--- src/rtl/sort4_if.sv ---
// sort4_if -- request/result bundle for the sort4_seq block.
//   start : load din and begin sorting (honoured only when not busy)
//   din   : four 4-bit elements, e_k = din[4k+3:4k]
//   dout  : sorted elements, same packing, element 0 first in sort order
//   busy  : comparisons in progress
//   done  : one-cycle pulse, dout/swaps valid
//   swaps : swap count of the last sort (0..6)
interface sort4_if;
  logic        start;
  logic [15:0] din;
  logic [15:0] dout;
  logic        busy;
  logic        done;
  logic [2:0]  swaps;

  modport master (output start, din, input dout, busy, done, swaps);
  modport slave  (input start, din, output dout, busy, done, swaps);
endinterface

--- src/rtl/sort4_seq.sv ---
// sort4_seq -- sequential bubble sort of four 4-bit unsigned elements using a
// single time-shared magnitude comparator, one adjacent compare per cycle,
// with early exit when a pass makes no swaps.
//   clk : rising-edge clock
//   rst : asynchronous active-high reset
//   io  : sort4_if.slave (start/din in, dout/busy/done/swaps out)
//   DESC: 0 = ascending, 1 = descending
module sort4_seq #(
  parameter bit DESC = 1'b0
) (
  input  logic   clk,
  input  logic   rst,
  sort4_if.slave io
);

  typedef enum logic [1:0] {IDLE, SORT, DONE} state_t;

  state_t          state, state_nxt;
  logic [3:0][3:0] elem;
  logic [1:0]      pass, j;
  logic            flag;
  logic [2:0]      swaps;

  logic [3:0] ca, cb;
  logic       c_eq, c_lt, c_gt;
  logic       ooo, last_cmp, finish, load;

  // The one comparator: operands are muxed from the element file by j.
  assign ca   = elem[j];
  assign cb   = elem[j + 2'd1];
  assign c_eq = (ca == cb);
  assign c_lt = (ca < cb);
  assign c_gt = !(c_eq || c_lt);

  // Equal elements are never out of order, which keeps the sort stable.
  assign ooo      = DESC ? c_lt : c_gt;
  assign last_cmp = (j == (2'd2 - pass));
  // The current compare counts toward the pass's swap flag.
  assign finish   = last_cmp && (!(flag || ooo) || (pass == 2'd2));
  assign load     = (state != SORT) && io.start;

  // state register
  always_ff @(posedge clk or posedge rst) begin
    if (rst) state <= IDLE;
    else     state <= state_nxt;
  end

  // next-state logic
  always_comb begin
    state_nxt = state;
    case (state)
      IDLE:    if (io.start) state_nxt = SORT;
      SORT:    if (finish)   state_nxt = DONE;
      DONE:    state_nxt = io.start ? SORT : IDLE;
      default: state_nxt = IDLE;
    endcase
  end

  // outputs
  always_comb begin
    io.busy = (state == SORT);
    io.done = (state == DONE);
  end

  assign io.dout  = elem;
  assign io.swaps = swaps;

  // datapath
  always_ff @(posedge clk or posedge rst) begin
    if (rst) begin
      elem  <= '0;
      pass  <= '0;
      j     <= '0;
      flag  <= 1'b0;
      swaps <= '0;
    end else if (load) begin
      elem  <= io.din;
      pass  <= '0;
      j     <= '0;
      flag  <= 1'b0;
      swaps <= '0;
    end else if (state == SORT) begin
      if (ooo) begin
        elem[j]        <= cb;
        elem[j + 2'd1] <= ca;
        // At most six compares per sort, so the counter cannot exceed 6.
        swaps          <= swaps + 3'd1;
        flag           <= 1'b1;
      end
      if (last_cmp) begin
        if (!finish) begin
          // Start the next, one-shorter pass; the clear overrides any set above.
          pass <= pass + 2'd1;
          j    <= '0;
          flag <= 1'b0;
        end
      end else begin
        j <= j + 2'd1;
      end
    end
  end

endmodule

--- src/flat_wrapper.sv ---
// flat-port wrapper written by rule: the top's interface ports become plain ports
module sort4_seq_flat 
#(
  parameter bit DESC = 1'b0
)
  (clk, rst, io_start, io_din, io_dout, io_busy, io_done, io_swaps);
  sort4_if io_i ();
  input  logic clk;
  input  logic rst;
  input wire logic [$bits(io_i.start)-1:0] io_start;
  input wire logic [$bits(io_i.din)-1:0] io_din;
  output wire logic [$bits(io_i.dout)-1:0] io_dout;
  output wire logic [$bits(io_i.busy)-1:0] io_busy;
  output wire logic [$bits(io_i.done)-1:0] io_done;
  output wire logic [$bits(io_i.swaps)-1:0] io_swaps;
  assign io_i.start = io_start;
  assign io_i.din = io_din;
  assign io_dout = io_i.dout;
  assign io_busy = io_i.busy;
  assign io_done = io_i.done;
  assign io_swaps = io_i.swaps;
  sort4_seq #(.DESC(DESC)) u_core (.clk(clk), .rst(rst), .io(io_i));
endmodule
--- config.mk ---
export PLATFORM = sky130hd
export DESIGN_NAME = sort4_seq_flat
export DESIGN_NICKNAME = d
export VERILOG_FILES = /design/src/rtl/sort4_if.sv /design/src/rtl/sort4_seq.sv /design/src/flat_wrapper.sv
export SDC_FILE = /design/constraint.sdc
export NUM_CORES = 1
export LEC_CHECK = 0
export CORE_ASPECT_RATIO = 1.75
export CORE_UTILIZATION = 54
export CTS_BUF_LIST = sky130_fd_sc_hd__clkbuf_4 sky130_fd_sc_hd__clkbuf_8
export DETAILED_ROUTE_END_ITERATION = 16
export PLACE_DENSITY_LB_ADDON = 0.08
export SLEW_MARGIN = 40
export SYNTH_ARGS = -nofsm -noshare
export SYNTH_HDL_FRONTEND = slang
export SYNTH_SLANG_ARGS = --single-unit
--- constraint.sdc ---
create_clock -name clk -period 4.7 [get_ports clk]
set_clock_uncertainty 0.15 [all_clocks]
set_input_delay 0.94 -clock clk [delete_from_list [all_inputs] [get_ports clk]]
set_output_delay 0.94 -clock clk [all_outputs]
set_load 0.02 [all_outputs]
==> flow_summary.json, run 1 <==
{
  "grt_pass1_wl_um": 8870,
  "ctsHoldBuffers": 0,
  "syn_nets": 251,
  "tightest_slew_ns": 0.571,
  "diodes": 0,
  "syn_area_per_cell_um2": 9.50,
  "critPathLaunchType": "flip-flop",
  "yosysUniqueCellTypes": 35,
  "async_flop_share_pct": 100,
  "nets": 284,
  "reg2regPathDepth": 11,
  "hold_end": "u_core.io.swaps[2]$_DFFE_PP0P_",
  "via_per_inst": 6.11,
  "finalSetupTns_ns": 0,
  "placed_cells": 293,
  "ioPinCount": 40,
  "holdCritStartpoint": "u_core.io.swaps[2]$_DFFE_PP0P_",
  "grt_max_degree": 27,
  "fin_ws_ns": 0.792,
  "grt_usage_pct": 28.8,
  "numCtsBuffers": 3,
  "fp.dieW_um": 48.9,
  "rr_startpoint": "u_core.j[1]$_DFFE_PP0P_",
  "drcViolationCount": 0,
  "r2r_slack_ns": 0.79,
  "status": "finished, final reports clean",
  "synth_edf_count": 0,
  "fmax_ghz": 0.256,
  "yosys_warnings": 0,
  "wirelength_um": 5420,
  "ctsResizeCount": 0,
  "first_global_vias": 1759,
  "cts_setup_buffers": 0,
  "p_per_area_nw_per_um2": 738,
  "ir_worst_vdd_v": 0.000444,
  "leakagePower_nw": 1.05,
  "area_growth_pct": 21.3,
  "worstSetupPathType": "reg -> reg",
  "crit_fanout": 11,
  "drv_cap": 0,
  "wl_per_cell_um": 18.2,
  "min_period_ns": 3.91,
  "synth_cells": 219,
  "routabilityCongestion": 1.00,
  "hold_viol": 0,
  "endpoint_kind": "flip-flop",
  "clkTransAtPathRegs_ns": 0.10,
  "hold_depth": 1,
  "root_buffer": "clkbuf_8",
  "initial_utilization_pct": 56.7,
  "cts_tree": "done",
  "dpl_worst_slack_ns": 0.808,
  "period_share_pct": 83.1,
  "ys_ff_latch": 26,
  "die_area_um2": 4110,
  "cts.sinks": 26,
  "die_h_um": 84.1,
  "ant_nets": 0,
  "drtIter0Drc": 70,
  "finalHoldWorstSlack_ns": 0.346,
  "rsz0062_at_grt": "false",
  "setup_viol": 0,
  "vias": 1815,
  "max-slew-margin-rel_pct": 61.9,
  "r2r_end": "u_core.io.dout[9]$_DFFE_PP0P_",
  "syn_area_um2": 2080,
  "dpl.hpwl_um": 3990,
  "instances_no_fill": 297,
  "final_layout_size_suffix_gt1_share_pct": 13.1,
  "multi_input_area_um2": 1310,
  "cts_htree_levels": 1,
  "clock_latency_ns": 0.28,
  "core_area_um2": 3660,
  "crit_required_ns": 4.72,
  "overflow": 0,
  "antenna_found_initial": 0,
  "ff_latch_area_um2": 651,
  "synth_ff_type": "dfrtp_1",
  "drv_slew": 0,
  "hp-class": "reg -> reg",
  "port_buffers": 39,
  "ys_seq_area_share_pct": 31.3,
  "cp.arrival_ns": 3.93,
  "firstDrtPassIters": 4,
  "clock_path_buffers": 2,
  "rows": 29,
  "num-fill-cells": 324
}
## worst max-delay path: stages (launching register included)
cell,delay [ns]
dfrtp_1,0.59
inv_1,0.17
ha_1,0.62
mux2i_1,0.46
nand2_1,0.10
nand2_1,0.08
ha_1,0.23
nor2b_1,0.13
o211ai_1,0.25
a21o_1,0.52
o21ai_2,0.20
mux2_2,0.31
## metrics by stage
step	instance area, µm²	power [mW]	util, %
after CTS	2520	1.86	68.8
after global placement	2470	1.68	67.3
final	2520	1.86	68.8
after floorplan	2080	1.39	-
after global routing	2520	2.00	68.8
after detailed placement	2470	1.70	67.3
## how the worst max path moves through the flow
stage | cells after the start | end | slack [ns] | from
4_1_cts | 11 | u_core.io.dout[9]$_DFFE_PP0P_ | 0.80 | u_core.j[1]$_DFFE_PP0P_
3_3_place_gp | 11 | u_core.io.dout[8]$_DFFE_PP0P_ | 0.96 | u_core.j[1]$_DFFE_PP0P_
5_1_grt | 11 | u_core.io.dout[9]$_DFFE_PP0P_ | 0.53 | u_core.j[1]$_DFFE_PP0P_
6_report | 11 | u_core.io.dout[9]$_DFFE_PP0P_ | 0.79 | u_core.j[1]$_DFFE_PP0P_
3_5_place_dp | 11 | u_core.io.dout[9]$_DFFE_PP0P_ | 0.81 | u_core.j[1]$_DFFE_PP0P_
2_1_floorplan | 15 | u_core.io.dout[4]$_DFFE_PP0P_ | 1.31 | u_core.j[0]$_DFFE_PP0P_
## Yosys cell counts (all sizes together), types with 3 or more instances
cell type	number	area, µm²
nor2	6	22.5
dfrtp	26	651
clkbuf	6	23.8
o21ai	23	130
mux4	4	90.1
nor3	3	15.0
o22ai	17	106
ha	13	163
nand2b	5	31.3
a21oi	3	37.5
nor2b	3	18.8
inv	10	40.0
nand2	34	128
mux2i	26	260
buf	7	53.8
mux2	16	180
## power by group
part / switching (mW) / total (mW) / internal (mW)
sequential: 0.0805 / 0.382 / 0.302
clock: 0.0728 / 0.148 / 0.0750
combinational: 0.762 / 1.33 / 0.571
## metal layers
metal  wire, µm  global-route usage (%)
met4        174                    12.6
met2       2810                    48.2
met3        287                    2.19
met1       2140                    37.3
met5          0                       0
## sequential cells by signal, indices dropped and copies added (netlist names)
register and cells:
u_core.state 2, u_core.pass 2, u_core.io.dout 16, u_core.io.swaps 3, u_core.j 2, u_core.flag 1
## logic make-up (layout without fill, tap and decap cells)
group / after synthesis / in the layout / synth area share, %
compound gates: 54 / 54 / 17.4
xor+xnor: 2 / 2 / 0.843
fa+ha+maj: 13 / 13 / 7.82
buf+inv: 23 / 55 / 5.66
flops: 26 / 26 / 31.3
mux: 46 / 46 / 25.5
simple gates: 55 / 55 / 11.5
## cell usage in the layout (no fill, tap or decap), types with 2 or more instances in the layout
master	synthesis	final
clkdlybuf4s50_1	0	39
nand2_1	34	34
mux2i_1	26	26
dfrtp_1	26	26
o21ai_0	20	20
o22ai_1	17	17
mux2_2	16	16
ha_1	13	13
inv_1	9	8
nand2b_1	5	5
nor2_1	6	5
mux4_2	4	4
clkbuf_8	0	4
nor2b_1	3	3
nor3_1	3	3
xnor2_1	2	2
o211ai_1	2	2
a211oi_1	2	2
o31ai_1	2	2
a21oi_4	2	2
nand3_1	2	2
buf_4	0	2
## area by class of cell
| cell class | count | area share (%) |
|---|---|---|
| flip-flops and latches | 26 | 25.8 |
| multi-input cells | 170 | 52.1 |
| repair buffers | 41 | 16.1 |
| inverters | 10 | 1.59 |
| clock buffers | 4 | 2.18 |
| well taps | 46 | 2.28 |
No activity file was read; power rests on OpenSTA's default activity.
==> run 2: changes to the inputs <==
Settings changed: CORE_UTILIZATION 54 to 49.
Clock period 4.7 ns to 3.2 ns, I/O delays scaled along.
==> run 2 against run 1 <==
Effect of this change: utilization fell by 1.5 points; sequential power rose by 46%; design area rose by 9.7%; non-clock buffer count rose by 19; critical path depth fell by 2; routed wire length rose by 14%; first-iteration DRC count fell by 26%; combinational power rose by 83%; worst hold slack improved by 0.0072 ns; total power rose by 73%; global-route usage rose by 0.22 points; critical path type unchanged; largest cell class unchanged.
==> flow_summary.json, run 2 (synthesis results as in run 1) <==
{
  "wirelength_um": 6160,
  "dpl_worst_slack_ns": 0.119,
  "critPathLaunchType": "flip-flop",
  "ant_nets": 0,
  "holdCritStartpoint": "u_core.io.swaps[2]$_DFFE_PP0P_",
  "diodes": 0,
  "wl_per_cell_um": 19.3,
  "crit_fanout": 11,
  "numCtsBuffers": 3,
  "fin_ws_ns": 0.139,
  "hold_end": "u_core.io.swaps[2]$_DFFE_PP0P_",
  "nets": 303,
  "met3WireLength_um": 194,
  "finalInstanceArea_um2": 2770,
  "clock_path_buffers": 2,
  "drcViolationCount": 0,
  "initial_utilization_pct": 50.6,
  "firstDrtPassIters": 4,
  "rows": 31,
  "cts_setup_buffers": 0,
  "core_area_um2": 4110,
  "hold_viol": 0,
  "clock_latency_ns": 0.28,
  "final_layout_size_suffix_gt1_share_pct": 22.6,
  "cts_htree_levels": 1,
  "drtIter0Drc": 52,
  "reg2regPathDepth": 9,
  "met2_length_um": 3350,
  "overflow": 0,
  "clkTransAtPathRegs_ns": 0.10,
  "multi_input_area_um2": 1400,
  "max-slew-margin-rel_pct": 69.9,
  "cts.sinks": 26,
  "hold_depth": 1,
  "largest_register_ffs": 16,
  "fmax_ghz": 0.327,
  "vias": 1827,
  "routabilityCongestion": 0.941,
  "drv_slew": 0,
  "instances_no_fill": 319,
  "cp.arrival_ns": 3.08,
  "die_h_um": 88.2,
  "num-fill-cells": 351,
  "antenna_found_initial": 0,
  "period_share_pct": 95.7,
  "min_period_ns": 3.06,
  "r2r_slack_ns": 0.14,
  "ctsResizeCount": 0,
  "first_global_vias": 1895,
  "cts_tree": "done",
  "via_per_inst": 5.73,
  "m1WireLength_um": 2410,
  "grt_max_degree": 27,
  "tightest_slew_ns": 0.451,
  "final_common_cell": "clkdlybuf4s50_1",
  "setup_viol": 0,
  "hp-class": "reg -> reg",
  "crit_required_ns": 3.21,
  "area_growth_pct": 33.1,
  "drv_cap": 0,
  "place_area_um2": 2660,
  "final_cell_mix": "clkdlybuf4s50_1 (39), nand2_1 (34), dfrtp_1 (26)",
  "ir_worst_vdd_v": 0.000856,
  "endpoint_kind": "flip-flop",
  "rr_startpoint": "u_core.j[0]$_DFFE_PP0P_",
  "placed_cells": 310,
  "worstSetupPathType": "reg -> reg",
  "r2r_end": "u_core.io.dout[5]$_DFFE_PP0P_",
  "ctsHoldBuffers": 0,
  "grt_usage_pct": 29.0,
  "die_area_um2": 4520,
  "leakagePower_nw": 1.13,
  "top_layer_used": "met4",
  "fp.dieW_um": 51.2,
  "root_buffer": "clkbuf_8",
  "ioPinCount": 40,
  "ff_latch_area_um2": 651,
  "status": "finished, final reports clean",
  "dpl.hpwl_um": 4740,
  "p_per_area_nw_per_um2": 1160,
  "port_buffers": 39,
  "grt_pass1_wl_um": 9400,
  "design_power_total_mw": 3.22
}
run 2: where the power goes:
part	leakage (nW)	internal [mW]	switching, mW
sequential	0.342	0.444	0.115
clock	0.0288	0.110	0.112
combinational	0.761	1.16	1.28
run 2: worst max path at each step:
| stage | start | endpoint | slack, ns | depth (start not counted) |
|---|---|---|---|---|
| 3_3_place_gp | u_core.j[0]$_DFFE_PP0P_ | u_core.io.dout[1]$_DFFE_PP0P_ | 0.14 | 9 |
| 3_5_place_dp | u_core.j[1]$_DFFE_PP0P_ | u_core.io.dout[1]$_DFFE_PP0P_ | 0.12 | 12 |
| 2_1_floorplan | u_core.j[0]$_DFFE_PP0P_ | u_core.io.dout[4]$_DFFE_PP0P_ | 0.03 | 15 |
| 5_1_grt | u_core.j[1]$_DFFE_PP0P_ | u_core.io.dout[1]$_DFFE_PP0P_ | -0.02 | 13 |
| 6_report | u_core.j[0]$_DFFE_PP0P_ | u_core.io.dout[5]$_DFFE_PP0P_ | 0.14 | 9 |
| 4_1_cts | u_core.j[1]$_DFFE_PP0P_ | u_core.io.dout[1]$_DFFE_PP0P_ | 0.1 | 12 |
run 2: per-stage QoR:
step	hold WS [ns]	util, %	setup TNS [ns]
floorplan	0.309	-	0
global placement	0.328	64.8	0
detailed placement	0.338	64.8	0
CTS	0.354	66.1	0
global route	0.375	67.3	-0.126
finish	0.353	67.3	0
run 2: cell type report:
cell class	count	share of cell area, %
clock buffer	4	1.99
inverter	10	1.45
multi-input combinational	170	50.6
sequential	26	23.5
tap	49	2.22
timing repair buffer	60	20.3
run 2: per-layer routing:
metal | global-route usage, % | vias to the layer above
li1 | - | 901
met1 | 33.3 | 857
met2 | 51.8 | 53
met3 | 3.30 | 16
met4 | 14.7 | 0
met5 | 0 | -
run 2: worst max-delay path, stage by stage (launching register included):
cell,delay (ns)
dfrtp_1,0.37
buf_4,0.22
mux4_2,0.60
ha_1,0.33
nor2b_1,0.13
o211ai_1,0.17
a21o_1,0.23
buf_4,0.15
o21ai_4,0.24
mux2_2,0.37
==> run 3: changes to the inputs <==
Settings changed: CORE_UTILIZATION 49 to 45.
==> run 3 against run 2 <==
Effect of this change: combinational power is 5% lower; total power fell by 4.9%; worst setup slack got worse by 0.031 ns; critical path type unchanged.
==> flow_summary.json, run 3 (synthesis results as in run 1) <==
{
  "status": "finished, final reports clean",
  "hold_depth": 1,
  "fin_ws_ns": 0.108,
  "vias": 1874,
  "crit_fanout": 9,
  "nets": 299,
  "routabilityCongestion": 0.874,
  "p_sw_share_pct": 47.0,
  "period_share_pct": 96.6,
  "ff_latch_area_um2": 651,
  "max-slew-margin-rel_pct": 69.7,
  "postLayoutCoreUtil_pct": 62.0,
  "ctsHoldBuffers": 0,
  "port_buffers": 39,
  "cts_tree": "done",
  "drcViolationCount": 0,
  "final_cell_mix": "clkdlybuf4s50_1 (39), nand2_1 (34), dfrtp_1 (26)",
  "antenna_found_initial": 0,
  "grt_max_degree": 27,
  "final_common_cell": "clkdlybuf4s50_1",
  "hold_viol": 0,
  "num-fill-cells": 397,
  "rr_startpoint": "u_core.j[1]$_DFFE_PP0P_",
  "hold_end": "u_core.io.swaps[2]$_DFFE_PP0P_",
  "tightest_slew_ns": 0.453,
  "hp-class": "reg -> reg",
  "first_global_vias": 1866,
  "ioPinCount": 40,
  "rows": 32,
  "dpl.hpwl_um": 4360,
  "drv_cap": 0,
  "dpl_worst_slack_ns": 0.0883,
  "r2r_slack_ns": 0.11,
  "die_area_um2": 4910,
  "diodes": 0,
  "drtIter0Drc": 77,
  "grt_pass1_wl_um": 8820,
  "fmax_ghz": 0.323,
  "numCtsBuffers": 3,
  "critPathLaunchType": "flip-flop",
  "leakagePower_nw": 1.11,
  "clock_path_buffers": 2,
  "largest_register_ffs": 16,
  "clock_latency_ns": 0.28,
  "p_switching_mw": 1.44,
  "die_h_um": 91.9,
  "r2r_end": "u_core.io.dout[14]$_DFFE_PP0P_",
  "holdCritStartpoint": "u_core.io.swaps[2]$_DFFE_PP0P_",
  "internal-power_mw": 1.62,
  "ant_nets": 0,
  "drv_slew": 0,
  "grt_usage_pct": 24.5,
  "p_per_area_nw_per_um2": 1120,
  "multi_input_area_um2": 1400,
  "root_buffer": "clkbuf_8",
  "comb_power_share_pct": 75.4,
  "pwr-share-clk_pct": 6.2,
  "p_seq_share_pct": 18.5,
  "cp.arrival_ns": 3.11,
  "via_per_inst": 5.93,
  "ir_worst_vdd_v": 0.000915,
  "cts.sinks": 26,
  "core_area_um2": 4400,
  "min_period_ns": 3.09,
  "endpoint_kind": "flip-flop",
  "initial_utilization_pct": 47.2,
  "fp.dieW_um": 53.4,
  "area_growth_pct": 31.3,
  "reg2regPathDepth": 13,
  "cts_htree_levels": 1,
  "wirelength_um": 5610,
  "setup_viol": 0,
  "wl_per_cell_um": 17.8,
  "crit_required_ns": 3.22,
  "worstSetupPathType": "reg -> reg",
  "final_layout_size_suffix_gt1_share_pct": 21.5,
  "firstDrtPassIters": 5,
  "overflow": 0,
  "clkTransAtPathRegs_ns": 0.09
}
-- run 3: changes by cell type in the layout (fill, tap and decap cells not counted), sizes merged --
cell,delta
buf,-5
-- run 3: layer usage --
metal / global-route usage (%) / wire length (µm) / up-vias / part of all wire, %
met2: 42.5 / 2940 / 58 / 52
li1: - / - / 895 / -
met3: 1.66 / 176 / 14 / 3.1
met1: 30.3 / 2310 / 907 / 41
met5: 0 / 0 / - / 0
met4: 8.77 / 186 / 0 / 3.3
-- run 3: power groups by stage --
stage	combinational, mW	clock, mW	sequential, mW
2_1_floorplan	1.60	0	0.639
3_3_place_gp	2.19	0	0.567
3_5_place_dp	2.21	0	0.568
4_1_cts	2.21	0.195	0.563
5_1_grt	2.48	0.201	0.580
6_report	2.31	0.188	0.565
-- run 3: worst max-delay path by stage --
stage	slack (ns)	end	cells after the start	startpoint
floorplan	0.03	u_core.io.dout[4]$_DFFE_PP0P_	15	u_core.j[0]$_DFFE_PP0P_
detailed placement	0.09	u_core.io.dout[4]$_DFFE_PP0P_	12	u_core.j[1]$_DFFE_PP0P_
CTS	0.07	u_core.io.dout[0]$_DFFE_PP0P_	12	u_core.j[1]$_DFFE_PP0P_
finish	0.11	u_core.io.dout[14]$_DFFE_PP0P_	13	u_core.j[1]$_DFFE_PP0P_
global route	-0.005	u_core.io.dout[12]$_DFFE_PP0P_	13	u_core.j[1]$_DFFE_PP0P_
global placement	0.15	u_core.io.dout[14]$_DFFE_PP0P_	11	u_core.j[1]$_DFFE_PP0P_
-- run 3: per-stage QoR --
step / cells / power, mW / cell area [µm²] / setup TNS [ns] / hold WS (ns)
3_5_place_dp: 309 / 2.78 / 2640 / 0 / 0.332
5_1_grt: 316 / 3.27 / 2730 / -0.00505 / 0.363
4_1_cts: 312 / 2.97 / 2680 / 0 / 0.347
2_1_floorplan: 219 / 2.24 / 2190 / 0 / 0.309
6_report: 316 / 3.06 / 2730 / 0 / 0.339
3_3_place_gp: 309 / 2.76 / 2640 / 0 / 0.333
-- run 3: what timing repair did --
item / CTS / global route
resized for setup: 0 / 2
setup buffers: 0 / 4
endpoints found under the setup margin: 0 / 12
-- run 3: area by class of cell --
class / instances / share of cell area [%]
flip-flops and latches: 26 / 23.8
well taps: 51 / 2.34
inverters: 10 / 1.47
clock buffers: 3 / 1.51
repair buffers: 56 / 19.6
multi-input cells: 170 / 51.3
-- run 3: worst max-delay path: stages (launching register included) --
cell and delay, ns:
dfrtp_1 0.39, inv_2 0.11, ha_4 0.22, clkbuf_4 0.18, buf_4 0.14, mux2i_2 0.14
nand2_1 0.07, nand2_1 0.05, ha_1 0.30, o211ai_1 0.15, a21o_1 0.25, buf_4 0.19
a21oi_4 0.25, mux2_2 0.36
